--- src/rtl/wb_port_arbiter_pkg.sv ---
`default_nettype none
// ============================================================================
// Module      : wb_port_arbiter_pkg
// Description : Shared types for the regfile write-port arbiter: word,
//               address, instruction and register-index types, the writeback
//               request record and the grant FSM state encoding.
// Revision    : 1.0 - initial release
// ============================================================================
package wb_port_arbiter_pkg;

    localparam int REG_ADDR_W = 5;
    localparam int WORD_W     = 64;
    localparam int INST_W     = 32;

    typedef logic [WORD_W-1:0]     word_t;
    typedef logic [WORD_W-1:0]     addr_t;
    typedef logic [INST_W-1:0]     inst_t;
    typedef logic [REG_ADDR_W-1:0] reg_addr;

    // One retiring instruction as seen by the regfile and commit interface.
    typedef struct packed {
        logic    we;
        reg_addr rd;
        word_t   data;
        addr_t   pc;
        inst_t   inst;
    } wb_req_t;

    typedef enum logic [0:0] {
        NORMAL = 1'b0,
        FORCE  = 1'b1
    } grant_state_t;

endpackage
`default_nettype wire

--- src/rtl/wb_port_arbiter_md_result_fifo.sv ---
`default_nettype none
// ============================================================================
// Module      : md_result_fifo
// Description : Synchronous FIFO of wb_req_t records holding multi-cycle
//               results until they win the regfile write port.
// Ports       : clk, reset      - clock, synchronous active-high reset
//               i_push/i_data   - enqueue a record (caller guarantees !o_full)
//               i_pop/o_head    - dequeue / head record (valid when !o_empty)
//               o_count         - occupancy, o_full / o_empty flags
// Revision    : 1.0 - initial release
// ============================================================================
module md_result_fifo
    import wb_port_arbiter_pkg::*;
#(
    parameter int DEPTH = 2
) (
    input  logic                       clk,
    input  logic                       reset,
    input  logic                       i_push,
    input  wb_req_t                    i_data,
    input  logic                       i_pop,
    output wb_req_t                    o_head,
    output logic [$clog2(DEPTH):0]     o_count,
    output logic                       o_full,
    output logic                       o_empty
);

    localparam int PTR_W = $clog2(DEPTH);
    localparam int CNT_W = PTR_W + 1;

    wb_req_t            r_mem [DEPTH];
    logic [PTR_W-1:0]   r_wr_ptr;
    logic [PTR_W-1:0]   r_rd_ptr;
    logic [CNT_W-1:0]   r_count;

    // DEPTH is a power of two, so pointer overflow is the modulo wrap.
    always_ff @(posedge clk) begin
        if (reset) begin
            r_wr_ptr <= '0;
            r_rd_ptr <= '0;
            r_count  <= '0;
        end else begin
            if (i_push) begin
                r_mem[r_wr_ptr] <= i_data;
                r_wr_ptr        <= r_wr_ptr + 1'b1;
            end
            if (i_pop) begin
                r_rd_ptr <= r_rd_ptr + 1'b1;
            end
            case ({i_push, i_pop})
                2'b10:   r_count <= r_count + 1'b1;
                2'b01:   r_count <= r_count - 1'b1;
                default: r_count <= r_count;
            endcase
        end
    end

    assign o_head  = r_mem[r_rd_ptr];
    assign o_count = r_count;
    assign o_full  = (r_count == CNT_W'(DEPTH));
    assign o_empty = (r_count == '0);

endmodule
`default_nettype wire

--- src/rtl/wb_port_arbiter.sv ---
`default_nettype none
// ============================================================================
// Module      : wb_port_arbiter
// Description : Shares the single regfile write port between the pipeline
//               writeback stage and buffered mul/div results. The pipeline
//               has priority; a non-empty result FIFO denied STARVE_LIMIT
//               consecutive cycles is forced through for one cycle.
//               Regfile write and commit outputs are registered (1 cycle
//               after grant).
// Ports       : clk, reset              - clock, synchronous active-high reset
//               i_wb_* / o_wb_ready     - pipeline WB request / accept
//               i_md_* / o_md_ready     - multi-cycle result / FIFO accept
//               o_rf_*                  - registered regfile write
//               o_commit_*              - registered retire (difftest) info
//               o_buf_count             - FIFO occupancy
// Revision    : 1.0 - initial release
// ============================================================================
module wb_port_arbiter
    import wb_port_arbiter_pkg::*;
#(
    parameter int BUF_DEPTH    = 2,
    parameter int STARVE_LIMIT = 4
) (
    input  logic                        clk,
    input  logic                        reset,
    input  logic                        i_wb_valid,
    input  logic                        i_wb_we,
    input  logic [4:0]                  i_wb_rd,
    input  logic [63:0]                 i_wb_data,
    input  logic [63:0]                 i_wb_pc,
    input  logic [31:0]                 i_wb_inst,
    output logic                        o_wb_ready,
    input  logic                        i_md_valid,
    input  logic [4:0]                  i_md_rd,
    input  logic [63:0]                 i_md_data,
    input  logic [63:0]                 i_md_pc,
    input  logic [31:0]                 i_md_inst,
    output logic                        o_md_ready,
    output logic                        o_rf_we,
    output logic [4:0]                  o_rf_addr,
    output logic [63:0]                 o_rf_data,
    output logic                        o_commit_valid,
    output logic [63:0]                 o_commit_pc,
    output logic [31:0]                 o_commit_inst,
    output logic [$clog2(BUF_DEPTH):0]  o_buf_count
);

    localparam int      SC_W      = (STARVE_LIMIT > 1) ? $clog2(STARVE_LIMIT) : 1;
    localparam logic [SC_W-1:0] C_STARVE_MAX = SC_W'(STARVE_LIMIT - 1);

    wb_req_t        w_md_req;
    wb_req_t        w_head;
    logic           w_push;
    logic           w_pop;
    logic           w_full;
    logic           w_empty;
    logic           w_grant_md;
    logic           w_grant_wb;

    grant_state_t   r_state;
    logic [SC_W-1:0] r_starve_cnt;

    // FIFO entries always write their rd.
    assign w_md_req = '{we: 1'b1, rd: i_md_rd, data: i_md_data,
                        pc: i_md_pc, inst: i_md_inst};

    // Ready comes from registered occupancy only: a full FIFO refuses even
    // when it is being popped this cycle.
    assign o_md_ready = !w_full;
    assign w_push     = i_md_valid && !w_full;

    // FORCE is only entered with a non-empty FIFO that was not popped, so
    // the head is valid whenever r_state == FORCE.
    assign w_grant_md = (r_state == FORCE) || (!w_empty && !i_wb_valid);
    assign w_grant_wb = !w_grant_md && i_wb_valid;
    assign w_pop      = w_grant_md;
    assign o_wb_ready = !w_grant_md;

    md_result_fifo #(
        .DEPTH (BUF_DEPTH)
    ) u_fifo (
        .clk     (clk),
        .reset   (reset),
        .i_push  (w_push),
        .i_data  (w_md_req),
        .i_pop   (w_pop),
        .o_head  (w_head),
        .o_count (o_buf_count),
        .o_full  (w_full),
        .o_empty (w_empty)
    );

    always_ff @(posedge clk) begin
        if (reset) begin
            r_state        <= NORMAL;
            r_starve_cnt   <= '0;
            o_rf_we        <= 1'b0;
            o_rf_addr      <= '0;
            o_rf_data      <= '0;
            o_commit_valid <= 1'b0;
            o_commit_pc    <= '0;
            o_commit_inst  <= '0;
        end else begin
            case (r_state)
                NORMAL: begin
                    if (!w_empty && !w_grant_md && r_starve_cnt == C_STARVE_MAX) begin
                        r_state <= FORCE;
                    end
                end
                FORCE:   r_state <= NORMAL;
                default: r_state <= NORMAL;
            endcase

            if (w_pop || w_empty) begin
                r_starve_cnt <= '0;
            end else if (r_starve_cnt != C_STARVE_MAX) begin
                r_starve_cnt <= r_starve_cnt + 1'b1;
            end

            // Unselected fields hold; only the strobes drop when idle.
            if (w_grant_md) begin
                o_rf_we        <= w_head.we && (w_head.rd != '0);
                o_rf_addr      <= w_head.rd;
                o_rf_data      <= w_head.data;
                o_commit_valid <= 1'b1;
                o_commit_pc    <= w_head.pc;
                o_commit_inst  <= w_head.inst;
            end else if (w_grant_wb) begin
                o_rf_we        <= i_wb_we && (i_wb_rd != '0);
                o_rf_addr      <= i_wb_rd;
                o_rf_data      <= i_wb_data;
                o_commit_valid <= 1'b1;
                o_commit_pc    <= i_wb_pc;
                o_commit_inst  <= i_wb_inst;
            end else begin
                o_rf_we        <= 1'b0;
                o_commit_valid <= 1'b0;
            end
        end
    end

endmodule
`default_nettype wire

--- config.mk ---
export PLATFORM = sky130hd
export DESIGN_NAME = wb_port_arbiter
export DESIGN_NICKNAME = d
export VERILOG_FILES = /design/src/rtl/wb_port_arbiter_pkg.sv /design/src/rtl/wb_port_arbiter_md_result_fifo.sv /design/src/rtl/wb_port_arbiter.sv
export SDC_FILE = /design/constraint.sdc
export NUM_CORES = 1
export LEC_CHECK = 0
export CORE_MARGIN = 2
export CORE_UTILIZATION = 35
export CTS_BUF_LIST = sky130_fd_sc_hd__clkbuf_16
export DETAILED_ROUTE_END_ITERATION = 8
export PLACE_DENSITY = 0.6
export SYNTH_ARGS = -nofsm -noshare
export SYNTH_HDL_FRONTEND = slang
export SYNTH_HIERARCHICAL = 1
export SYNTH_SLANG_ARGS = --single-unit
--- constraint.sdc ---
create_clock -name clk -period 20.4 [get_ports clk]
set_clock_uncertainty 0.15 [all_clocks]
set_input_delay 4.08 -clock clk [delete_from_list [all_inputs] [get_ports clk]]
set_output_delay 4.08 -clock clk [all_outputs]
set_load 0.1 [all_outputs]
==> out/results.txt <==
STA classifies the critical path endpoint as an output port. Critical path class: in -> out. Across all setup checks in the final design, the least slack found is 10040 ps.

The count of pins over their slew limit is 0, and the power per unit of standard cell area is 142 nW/um2. The number of antenna-violating nets in the routed design was 0. The worst register-to-register path begins at u_fifo/o_count[0].

Setup repair after global routing left no endpoint under its margin. By area, the combinational part of the netlist is dominated by multiplexers. The flow ran to the end, and the final reports show no timing, DRC or antenna violations. After detailed routing, the wire length on met1 is 20700 um. The worst hold path belongs to the class reg -> reg.

Derived from the worst setup path, the maximum achievable clock frequency is 96.6 MHz. The clock net in this run drives a total of 507 sinks. TritonCTS built the clock tree.

Number of resized instances in the post-cts repair step: 0. After clock tree synthesis, the clock-pin slew on the worst setup and hold paths is 50 ps. The area of the die is 56700 um2. For this design the static power due to leakage is 8.96 nW. Ranked by total cell area, the synthesized netlist is headed by edfxtp_1 (52%), dfxtp_1 (18%), mux2_2 (9.7%), mux2i_1 (8.7%), nand2_1 (3.2%). The tools report the headroom to the max-slew limit as 24.8%. The count of cells along the worst register-to-register path is 6.

The worst min-delay path startpoint was o_commit_inst[18]. The logs give 16580 ps for the setup slack on the worst flop-to-flop path and 295 ps for the hold slack. The library cell used most frequently in the layout, excluding fill and tap cells, is clkdlybuf4s50_1. Excluding fillers, the count of instances in the completed layout stands at 2528. In this run the count of I/O pins placed on the die edge is 506.

Across the VDD grid, the largest voltage drop is 0.0893 mV. Dividing the final minimum period by the clock period gives 50.8%. Setup total negative slack on the finished layout was measured at 0 ps.

The hold violation count in the final report was 0; the simple logic cell fraction of the synthesized area was 3.76%. For the iteration count of the initial detailed-routing pass, the log shows 4. Timing analysis after detailed placement gives a worst setup slack of 10020 ps. In the routed layout, each cell is associated on average with a via count of 4.74. The count of buffers added on input and output ports is 505. Summed over all layers, the routed wires come to 50400 um. The initial core utilization is 35.5%, and the post-synthesis sequential element count is 507. Counting I/O delays and the setup requirement, the final critical path takes 10360 ps. Cells with a size suffix above 1 make up 14.5% of the layout. In the detailed route, the total length drawn on met3 is 4820 um. For the fill cell total of the finished layout, the log shows 4710. After detailed routing, the met2 layer carries 23900 um of wire. Summing the areas of all compound-gate instances in the mapped netlist gives 4.55% of the synthesized area. The mapped cell area came out at 19200 um2.

Setup violations remaining at the end of the flow were counted as 0. The tools report the last element of the critical path as o_wb_ready. Across the run, the number of max-cap violations was 0.

The run gives 0 as the post-detailed-route DRC marker count. The unique cell type count in the Yosys netlist was 29; the synthesized-area fraction occupied by adder cells was 0.131%. After synthesis, the largest area contributor takes up 52.0% of total cell area. The final weighted congestion in routability-driven placement was 0.744; the number of buffers between clock root and the deepest sink was 3.

For the pin with the worst max-slew slack, the measured transition is 1130 ps. For this run the aggregate overflow at the end of global routing stands at 0. The area overhead of the layout relative to synthesis was 38.2%; the net count reported at finish was 2122. Leaving out fill and tap cells, the most frequent cells in the layout are clkdlybuf4s50_1 (505), edfxtp_1 (332), dfxtp_1 (174).

Biggest area consumer among synthesized cells: edfxtp_1. The instance count of the mapped netlist was 1281; the average wire length per cell after detail routing was 20.0 um. Across all layers, the routed design uses 12000 vias. Clock tree synthesis selected as its root buffer the cell clkbuf_16. The element type at the critical path start is a primary input. The HPWL after detailed placement is 33400 um, and the share of cell area taken by muxes after synthesis is 18.4%.

The tools report the number of hold buffers added after cts as 0. For this block, the initial DRC count from the detailed router was 465. Highest metal layer with signal wires: met5. Number of synthesis warnings: 6. The initial antenna violation count was 13; the insertion delay of the later-clocked pin in the worst-skew pair was 590 ps. The number of core rows was 85; the highest fanout seen on the critical path was 4. The die is 238 um tall.

Entering global routing, the biggest net connects 123 pins. The first global-routing pass estimated 74700 um of wire. Counting the buffers created by CTS gives 55. The end of the worst register-to-register path is u_fifo/r_mem[0][21].

The post-CTS setup buffer count was 0. For the worst path arrival time, the log shows 6130 ps. The horizontal extent of the die came out at 238 um. For the area of the placeable core, the log shows 54000 um2.

The XOR/XNOR share of the synthesized area came out at 0.228%. The share of the Yosys chip area taken by registers is 70.3%. Via count of the first global-routing pass: 12500.

The worst setup path startpoint is i_wb_valid. CTS built an H-tree with a depth of 2. STA puts the critical path data required time at 16170 ps.

Dividing the synthesized area by the synthesized cell count gives 15.0 um2. Global routing used 17.3% of the available tracks across all layers. Including well taps, the total number of placed cells is 2424.
[area by class of cell]
type	count	area, um2	share of cell area (%)
Inverter	7	26.3	0.0991
Tap cell	696	871	3.29
Antenna cell	2	5.00	0.0189
Multi-Input combinational cell	695	5240	19.8
Clock buffer	58	1450	5.48
Timing Repair Buffer	519	5170	19.5
Sequential cell	507	13500	50.9
Clock inverter	44	259	0.977
[per-layer routing]
metal	up-vias	GRT usage (%)
li1	5725	-
met1	5800	21.0
met2	367	28.7
met3	78	7.28
met4	18	4.19
met5	-	0
[worst max-delay path: stages]
cell and delay [ps]:
clkdlybuf4s50_1 670, o21bai_4 130, inv_1 90, clkdlybuf4s50_1 1150
[per-stage QoR]
step                      total power, mW  utilization (%)  cell area [um2]
after floorplan                      2.52                -            19200
after global placement               2.85             45.9            24800
after detailed placement             2.87             45.9            24800
after CTS                            3.82             49.0            26500
after global routing                 3.93             49.0            26500
final                                3.77             49.1            26500
[flip-flops by register name, indices dropped and copies added, names as in the netlist, named ones only]
signal,cells
o_commit_pc,64
r_starve_cnt,2
o_rf_data,64
u_fifo/r_rd_ptr,1
o_commit_inst,32
u_fifo/o_count,2
o_rf_we,1
r_state,1
u_fifo/r_mem,332
o_rf_addr,5
o_commit_valid,1
u_fifo/r_wr_ptr,1
[cells in the mapped netlist (all sizes together)]
| cell | n |
|---|---|
| nor2 | 8 |
| xnor2 | 3 |
| o21ai | 166 |
| xor2 | 2 |
| o2111ai | 1 |
| and2b | 1 |
| nor4b | 1 |
| ha | 2 |
| buf | 56 |
| o211ai | 1 |
| a31o | 1 |
| clkbuf | 17 |
| or4 | 3 |
| mux2 | 166 |
| nand2 | 165 |
| edfxtp | 332 |
| nor3b | 1 |
| nor3 | 1 |
| a21oi | 2 |
| nor2b | 1 |
| dfxtp | 175 |
| or3 | 1 |
| conb | 1 |
| o21bai | 1 |
| inv | 7 |
| mux2i | 166 |
[how the worst min path moves through the flow]
stage | slack (ps) | depth (start not counted) | endpoint
finish | 290 | 2 | o_commit_inst[18]
CTS | 300 | 2 | o_commit_pc[5]
global placement | 280 | 2 | o_rf_data[36]
global route | 310 | 2 | o_commit_inst[26]
detailed placement | 290 | 2 | o_commit_pc[5]
floorplan | 320 | 2 | r_starve_cnt[1]
[cell families (layout without fill, tap and decap cells)]
family | count (synthesis) | after routing
buffers and inverters | 80 | 628
xor gates and xnor gates | 5 | 5
AOI/OAI and AO/OA | 172 | 172
muxes | 332 | 332
adders and majority gates | 2 | 2
other | 1 | 4
DFF | 507 | 507
and+or+nand+nor | 182 | 182
[where the power goes]
group | switching, mW | total, mW | internal [mW]
logic | 1.04 | 1.49 | 0.447
registers | 0.0802 | 1.34 | 1.26
clock network | 0.398 | 0.935 | 0.537
total | 1.52 | 3.77 | 2.25
(Power assumes the default switching activity.)
